[src/rtl/param_frame_deserializer.sv]
// ---------------------------------------------------------------------------
// param_frame_deserializer
//   Packs IN_W-bit input beats into OUT_W-bit channel words. N_CH words
//   (ch0, ch1, ...) form one group, and FRAME_GROUPS groups form one frame.
//   With SYNC_EN set, a SYNC_WORD pattern must be found in the beat stream
//   before each frame. Groups are presented on a valid/ready port in the
//   single input clock domain.
//
// Ports
//   clk_75mhz    in   sole clock, rising edge
//   rst          in   async assert, active-high
//   enable       in   data_in consumed this cycle; 0 stalls (handshake still runs)
//   data_in      in   IN_W-bit input beat
//   out_data     out  group; ch k at [k*OUT_W +: OUT_W]
//   out_valid    out  group available, held until out_ready
//   out_ready    in   consumer accept
//   frame_start  out  with out_valid: group is first of frame
//   frame_end    out  with out_valid: group is last of frame
//   frame_cnt    out  completed frames (wraps)
//   locked       out  1 while in RUN
//   overflow     out  sticky: a group was dropped under backpressure
// ---------------------------------------------------------------------------
module param_frame_deserializer #(
  parameter int               IN_W         = 4,
  parameter int               OUT_W        = 8,
  parameter int               N_CH         = 2,
  parameter int               FRAME_GROUPS = 324,
  parameter int               MSB_FIRST    = 1,
  parameter int               SYNC_EN      = 0,
  parameter logic [OUT_W-1:0] SYNC_WORD    = 'hA5
) (
  input  logic                   clk_75mhz,
  input  logic                   rst,
  input  logic                   enable,
  input  logic [IN_W-1:0]        data_in,
  output logic [N_CH*OUT_W-1:0]  out_data,
  output logic                   out_valid,
  input  logic                   out_ready,
  output logic                   frame_start,
  output logic                   frame_end,
  output logic [15:0]            frame_cnt,
  output logic                   locked,
  output logic                   overflow
);

  localparam int BPW   = OUT_W / IN_W;
  localparam int GRP_W = N_CH * OUT_W;
  localparam int BW    = (BPW > 1)          ? $clog2(BPW)          : 1;
  localparam int WW    = (N_CH > 1)         ? $clog2(N_CH)         : 1;
  localparam int GW    = (FRAME_GROUPS > 1) ? $clog2(FRAME_GROUPS) : 1;
  localparam int PW    = (GRP_W > 1)        ? $clog2(GRP_W)        : 1;

  generate
    if (OUT_W % IN_W != 0) begin : g_bad_width
      $error("param_frame_deserializer: OUT_W must be a multiple of IN_W");
    end
    if (N_CH < 1) begin : g_bad_nch
      $error("param_frame_deserializer: N_CH must be >= 1");
    end
    if (FRAME_GROUPS < 1) begin : g_bad_fg
      $error("param_frame_deserializer: FRAME_GROUPS must be >= 1");
    end
  endgenerate

  typedef enum logic {ST_HUNT, ST_RUN} state_t;

  state_t             r_state;
  logic [BW-1:0]      r_beat;
  logic [WW-1:0]      r_word;
  logic [GW-1:0]      r_grp;
  logic [GRP_W-1:0]   r_acc;
  logic [OUT_W-1:0]   r_sync;

  logic               w_last_beat;
  logic               w_last_word;
  logic               w_last_grp;
  logic               w_grp_done;
  logic               w_xfer;
  logic               w_sync_hit;
  logic [BW-1:0]      w_slot;
  logic [PW-1:0]      w_pos;
  logic [OUT_W-1:0]   w_sync_next;
  logic [GRP_W-1:0]   w_acc_next;

  assign w_last_beat = (r_beat == BW'(BPW - 1));
  assign w_last_word = (r_word == WW'(N_CH - 1));
  assign w_last_grp  = (r_grp  == GW'(FRAME_GROUPS - 1));
  assign w_grp_done  = enable && (r_state == ST_RUN) && w_last_beat && w_last_word;
  assign w_xfer      = out_valid && out_ready;

  // Beat slot inside the current word: with MSB_FIRST the first beat lands
  // in the top slot, so the slot index counts down as beats arrive.
  assign w_slot = (MSB_FIRST != 0) ? (BW'(BPW - 1) - r_beat) : r_beat;
  assign w_pos  = PW'(r_word) * PW'(OUT_W) + PW'(w_slot) * PW'(IN_W);

  // Group accumulator with the current beat merged in; on the completing
  // beat this is the full group that gets loaded into out_data.
  always_comb begin
    w_acc_next = r_acc;
    w_acc_next[w_pos +: IN_W] = data_in;
  end

  // Sync window holds the last BPW beats in the same ordering a data word
  // would have, so SYNC_WORD is compared directly as a channel word.
  generate
    if (MSB_FIRST != 0) begin : g_sync_msb
      assign w_sync_next = (r_sync << IN_W) | OUT_W'(data_in);
    end else begin : g_sync_lsb
      assign w_sync_next = (r_sync >> IN_W) | (OUT_W'(data_in) << (OUT_W - IN_W));
    end
  endgenerate

  assign w_sync_hit = enable && (r_state == ST_HUNT) && (w_sync_next == SYNC_WORD);

  always_ff @(posedge clk_75mhz or posedge rst) begin
    if (rst) begin
      r_state     <= (SYNC_EN != 0) ? ST_HUNT : ST_RUN;
      locked      <= (SYNC_EN == 0);
      r_beat      <= '0;
      r_word      <= '0;
      r_grp       <= '0;
      r_acc       <= '0;
      r_sync      <= '0;
      out_data    <= '0;
      out_valid   <= 1'b0;
      frame_start <= 1'b0;
      frame_end   <= 1'b0;
      frame_cnt   <= '0;
      overflow    <= 1'b0;
    end else begin
      // Output side: a transfer frees the register; a completing group may
      // refill it in the same cycle, giving back-to-back valids with no gap.
      if (w_xfer) out_valid <= 1'b0;
      if (w_grp_done) begin
        if (!out_valid || out_ready) begin
          out_data    <= w_acc_next;
          out_valid   <= 1'b1;
          frame_start <= (r_grp == '0);
          frame_end   <= w_last_grp;
        end else begin
          // Held group wins; the new one is lost but counters keep moving
          // so frame boundaries stay aligned.
          overflow <= 1'b1;
        end
      end

      case (r_state)
        ST_HUNT: begin
          if (enable) begin
            r_sync <= w_sync_next;
            if (w_sync_hit) begin
              r_state <= ST_RUN;
              locked  <= 1'b1;
              r_beat  <= '0;
              r_word  <= '0;
              r_grp   <= '0;
              r_sync  <= '0;
            end
          end
        end
        ST_RUN: begin
          if (enable) begin
            r_acc <= w_acc_next;
            if (!w_last_beat) begin
              r_beat <= r_beat + BW'(1);
            end else begin
              r_beat <= '0;
              if (!w_last_word) begin
                r_word <= r_word + WW'(1);
              end else begin
                r_word <= '0;
                if (!w_last_grp) begin
                  r_grp <= r_grp + GW'(1);
                end else begin
                  r_grp     <= '0;
                  frame_cnt <= frame_cnt + 16'd1;
                  if (SYNC_EN != 0) begin
                    r_state <= ST_HUNT;
                    locked  <= 1'b0;
                    r_sync  <= '0;
                  end
                end
              end
            end
          end
        end
        default: r_state <= ST_RUN;
      endcase
    end
  end

endmodule
[config.mk]
export PLATFORM = sky130hd
export DESIGN_NAME = param_frame_deserializer
export DESIGN_NICKNAME = d
export VERILOG_FILES = /design/src/rtl/param_frame_deserializer.sv
export SDC_FILE = /design/constraint.sdc
export NUM_CORES = 1
export LEC_CHECK = 0
export BUFFER_PORTS_ARGS = -buffer_cell sky130_fd_sc_hd__buf_2
export CAP_MARGIN = 0
export CORE_MARGIN = 3
export CORE_UTILIZATION = 50
export DETAILED_ROUTE_END_ITERATION = 10
export PLACE_DENSITY = 0.82
export SYNTH_ARGS = -nofsm -noshare
export SYNTH_HDL_FRONTEND = slang
export SYNTH_SLANG_ARGS = --single-unit
[constraint.sdc]
create_clock -name clk_75mhz -period 3 [get_ports clk_75mhz]
set_input_delay 0.6 -clock clk_75mhz [delete_from_list [all_inputs] [get_ports clk_75mhz]]
set_output_delay 0.6 -clock clk_75mhz [all_outputs]
set_load 0.02 [all_outputs]
Word-level counts from Yosys, hierarchy flattened
Index checks and enable logic that the tools add are counted.
{ "word_totals": {"reg_bits": 68, "latch_bits": 0, "mem_bits_rw": 0, "rom_bits": 0, "out_inout_bits": 37, "mem_count": 0} }
{ "op_classes": {"n_addsub": 7, "mul": 0, "div_mod_pow": 0, "order_cmp": 0, "n_eq_ne": 7, "shift": 2, "muxes": 24, "n_bitwise": 3, "reduce_logical": 17} }
{ "op_table": {"columns": ["operator", "count"], "rows": [
  ["$mux W9", 6],
  ["$pmux W9 S2", 1],
  ["$add A16 B1 Y16 const B", 1],
  ["$bwmux W16", 1],
  ["$shift A4 B6 Y16 const A", 1],
  ["$shiftx A4 B6 Y16", 1],
  ["$mux W1", 13],
  ["$reduce_and A5 Y1", 2],
  ["$add A9 B1 Y9 const B", 1],
  ["$eq A9 B9 Y1 const B", 1],
  ["$logic_not A9 Y1", 1],
  ["$eq A8 B8 Y1 const B", 1],
  ["$or A8 B4 Y8", 1],
  ["$reduce_and A2 Y1", 4],
  ["$logic_and A1 B1 Y1", 6],
  ["$ne A2 B2 Y1 const B", 3],
  ["$neg A4 Y6", 1],
  ["$add A4 B3 Y4", 1],
  ["$mux W4", 1],
  ["$ne A2 B1 Y1 const B", 2],
  ["$pmux W1 S2", 2],
  ["$reduce_and A4 Y1", 1],
  ["$reduce_and A3 Y1", 1],
  ["$add A1 B1 Y1 const B", 2],
  ["other kinds (4)", 5]
]} }

Longest topological paths before layout
{ "logic_depth": {"word_depth": 6, "mapped_depth": 7, "mapped_depth_nobuf": 6} }

Worst setup path before layout
OpenSTA, ideal clock, no wires.
{ "synth_path": {"path_kind": "input port to flip-flop", "from": "input port data_in[3]", "to": "register r_grp[4]", "setup_ns": 0.077, "arrival_ns": 1.726, "path_slack_ns": 1.196, "cell_stages": 5, "path_cell_list": "and4bb_1 -> a21oi_1 -> buf_2 -> or4_1 -> a21oi_1"} }
{ "synth_between": {"elab_chain_cells": 5} }
{ "synth_lines": {"columns": ["element", "line", "text"], "rows": [
  ["from (decl)", "35", "input logic [IN_W-1:0] data_in,"],
  ["$or A8 B4 Y8", "107", "assign w_sync_next = (r_sync << IN_W) | OUT_W'(data_in);"],
  ["$eq A8 B8 Y1", "113", "assign w_sync_hit = enable && (r_state == ST_HUNT) && (w_sync_next == SYNC_WORD);"],
  ["$logic_and A1 B1 Y1", "113", null],
  ["$ne A2 B2 Y1 (no source line)", null, null],
  ["$reduce_and A5 Y1 (no source line)", null, null],
  ["to (signal assigned)", "173", "r_grp <= r_grp + GW'(1);"],
  ["to (decl)", "70", "logic [GW-1:0] r_grp;"]
]} }
No other way between the ends.
A chain may end at the register's enable or synchronous reset.

Worst setup path in the final report
{ "layout_path": {"from": "register r_beat", "to": "register frame_cnt[6]"} }
{ "layout_between": {"elab_chain_cells": 1} }
{ "layout_lines": {"columns": ["element", "line", "text"], "rows": [
  ["from (decl)", "68", "logic [BW-1:0] r_beat;"],
  ["from (signal assigned)", "165", "r_beat <= r_beat + BW'(1);"],
  ["$reduce_and A5 Y1 (no source line)", null, null],
  ["to (signal assigned)", "176", "frame_cnt <= frame_cnt + 16'd1;"],
  ["to (decl)", "41", "output logic [15:0] frame_cnt,"]
]} }
No other way between the ends.

==> impl_metrics.toml <==
[floorplanning]
fp.coreArea_sq_mm = 0.00613
dieWidth_um = 87.1
initial_core_util_pct = 53.7
rows = 28
io_pins = 45
die_h_um = 87.1
dieArea_sq_mm = 0.00759

[clock_network]
holdBufCountCts = 0
htreeDepth = 3
cts_tree = "done"
clk_pin_slew_ns = 0.07
ctsResizeCount = 0
clkLatencyLatePin_ns = 0.34
cts_root_buffer = "clkbuf_8"
clk_path_buf_depth = 2
cts-buffers-inserted = 9
clkSinkCount = 68
cts_setup_buffers = 0

[timing]
finalHoldViolations = 0
maxSlewViolCount = 0
worst-slew-pin-transition_ns = 1.01
period_share_pct = 71.5
relSlewSlack_pct = 32.6
finalSetupViolCount = 0
layout_setup_ws_ns = 0.854
skew_ns = 0.0100
finalSetupTns_ns = 0
rsz0062_at_grt = "false"
layout_min_cycle_time_ns = 2.15
fmax_mhz = 466
holdWs_ns = 0.356

[global_route]
grt_pass1_vias = 2493
grt_usage_pct = 20.0
grt_max_degree = 37
grt.overflow.total = 0
grt_pass1_wl_mm = 11.9
grt_antenna_before_repair = 0

[final_layout]
drive_gt1_share_pct = 18.6
area_delta_synth_final_pct = 14.1
final_util_pct = 61.3
num_antenna_cells = 0
final_nets = 400
final_cell_area_sq_mm = 0.00376

[setup_path]
reg2reg_setup_slack_ns = 0.85
critical_path.startpoint_type = "flop"
cp_slowest_stage_delay_ns = 0.59
critical_path_class = "flop to flop"
cp_data_required_time_ns = 3.26
cp_slowest_cell = "dfrtp_1"
crit_chain = "ha_1 -> nand3_2 -> or3_1 -> nor3_1 -> xor2_1"
cp-end-kind = "flop"
cp_max_fo = 15
cp.arrival_ns = 2.40

[route]
wl_mm = 6.84
drc_errors = 0
wl_per_cell_um = 14.8
vias_per_cell = 5.58
first_pass_iters = 4
postRouteAntennaNets = 0
vias = 2582
drtIter0Drc = 118

[synth]
async_flop_share_pct = 100
synth_area_sq_mm = 0.00329
ys_types = 44
synth_flop_cell = "dfrtp_1"
synth_area_per_cell_sq_um = 9.68
synth_top_area_cell = "dfrtp_1"
ys_ff_latch = 68
yosysSeqAreaShare_pct = 51.7
synthesis.nets = 356
synth.top_cell.area_share_pct = 51.0
synth-edff-count = 0
yosys-top-cells-area = "dfrtp_1 (51%), nand2_1 (7.2%), o21ai_0 (4.7%)"
synth_cells = 340
yosysWarnings = 0

[placed_design]
io_buffers = 43
dp_slack_ns = 0.772
place_area_sq_mm = 0.00356
dp_hpwl_mm = 5.06
place_congestion = 0.803

[status]
status = "finished clean"

[power]
p_seq_share_pct = 48.9
clockPowerShare_pct = 34.6
pwr-share-comb_pct = 16.6
power.internal_uw = 1500
swShare_pct = 29.4
power_density_mw_per_mm2 = 565
p_switching_uw = 623
max-vdd-ir-drop_mv = 0.299
power_leakage_uw = 0.00178

[min_path]
hold_class = "input port to asynchronous set/reset pin"

[flow_run]
cap_violations = 0
## Yosys cell counts, drive strengths merged, types with 3 or more instances
library cell  instances
dfrtp                67
nand2                63
o21ai                41
a21oi                22
nand3                19
nor2b                18
xnor2                10
and3                  8
ha                    8
nor2                  8
clkbuf                7
inv                   7
nand4                 7
nor3                  6
o31ai                 6
or4                   6
and4                  5
xor2                  5
buf                   4
nand2b                3
## placed cells by master, fill, tap and decap left out, drive strengths merged, types with 3 or more instances in the layout
cell    synthesis  layout
dfrtp          67      67
nand2          63      63
buf             4      44
o21ai          41      41
a21oi          22      22
nand3          19      19
nor2b          18      18
clkbuf          7      11
xnor2          10      10
nor2            8       8
ha              8       8
and3            8       8
nand4           7       7
inv             7       7
o31ai           6       6
or4             6       6
nor3            6       6
and4            5       5
xor2            5       5
nand2b          3       3
## power groups by stage
stage          registers, uW  clock network [uW]  logic, uW
2_1_floorplan           1030                   0        277
3_3_place_gp            1050                   0        337
3_5_place_dp            1050                   0        350
4_1_cts                 1040                 750        351
5_1_grt                 1050                 794        397
6_report                1040                 733        351
## stage by stage
step	cells	total power, uW
global route	463	2240
CTS	463	2140
finish	463	2120
detailed placement	448	1400
floorplan	340	1310
global placement	448	1390
## worst max-delay path: cells and delay by family, from the launching register on
kind / cells / cell delay, ns
and+or+nand+nor: 3 / 0.93
DFF: 1 / 0.59
adders and majority gates: 1 / 0.37
xor gates and xnor gates: 1 / 0.18
## metal layers
layer  share of wire [%]  track usage, %  vias up
met3                 5.4            3.78       16
met5                   0               0        -
met1                  46            27.1     1208
met2                  46            30.8       83
met4                 2.4            9.76        0
li1                    -               -     1275
## state kept, by name, indices dropped and copies added (netlist names)
register     count
frame_cnt       16
out_data        16
frame_start      1
r_word           1
r_sync           4
r_state          1
frame_end        1
r_acc           16
overflow         1
r_grp            9
r_beat           1
out_valid        1
## path summary, 6_finish.rpt
path,start,end,cells past startpoint
min in group clk_75mhz,frame_cnt[15],frame_cnt[15],1
min reg2reg,frame_cnt[15],frame_cnt[15],1
max reg2reg,r_beat,frame_cnt[6],5
min,rst,out_data[12],2
max in group asynchronous,rst,r_state,3
max,r_beat,frame_cnt[6],5
## kinds of logic after synthesis
family	share of synthesized area, %
AOI/OAI and AO/OA	12.7
xor gates and xnor gates	3.99
adders and majority gates	3.04
buffers and inverters	2.47
DFF	51.7
muxes	0.684
other	0.114
and+or+nand+nor	25.2
## final cells by class
cell class | count | area (sq um)
tap | 75 | 93.8
fill | 504 | 2370
timing repair buffer | 44 | 235
clock buffer | 11 | 141
sequential | 68 | 1700
clock inverter | 4 | 50.0
multi-input combinational | 254 | 1510
inverter | 7 | 26.3
(Power assumes the default switching activity.)
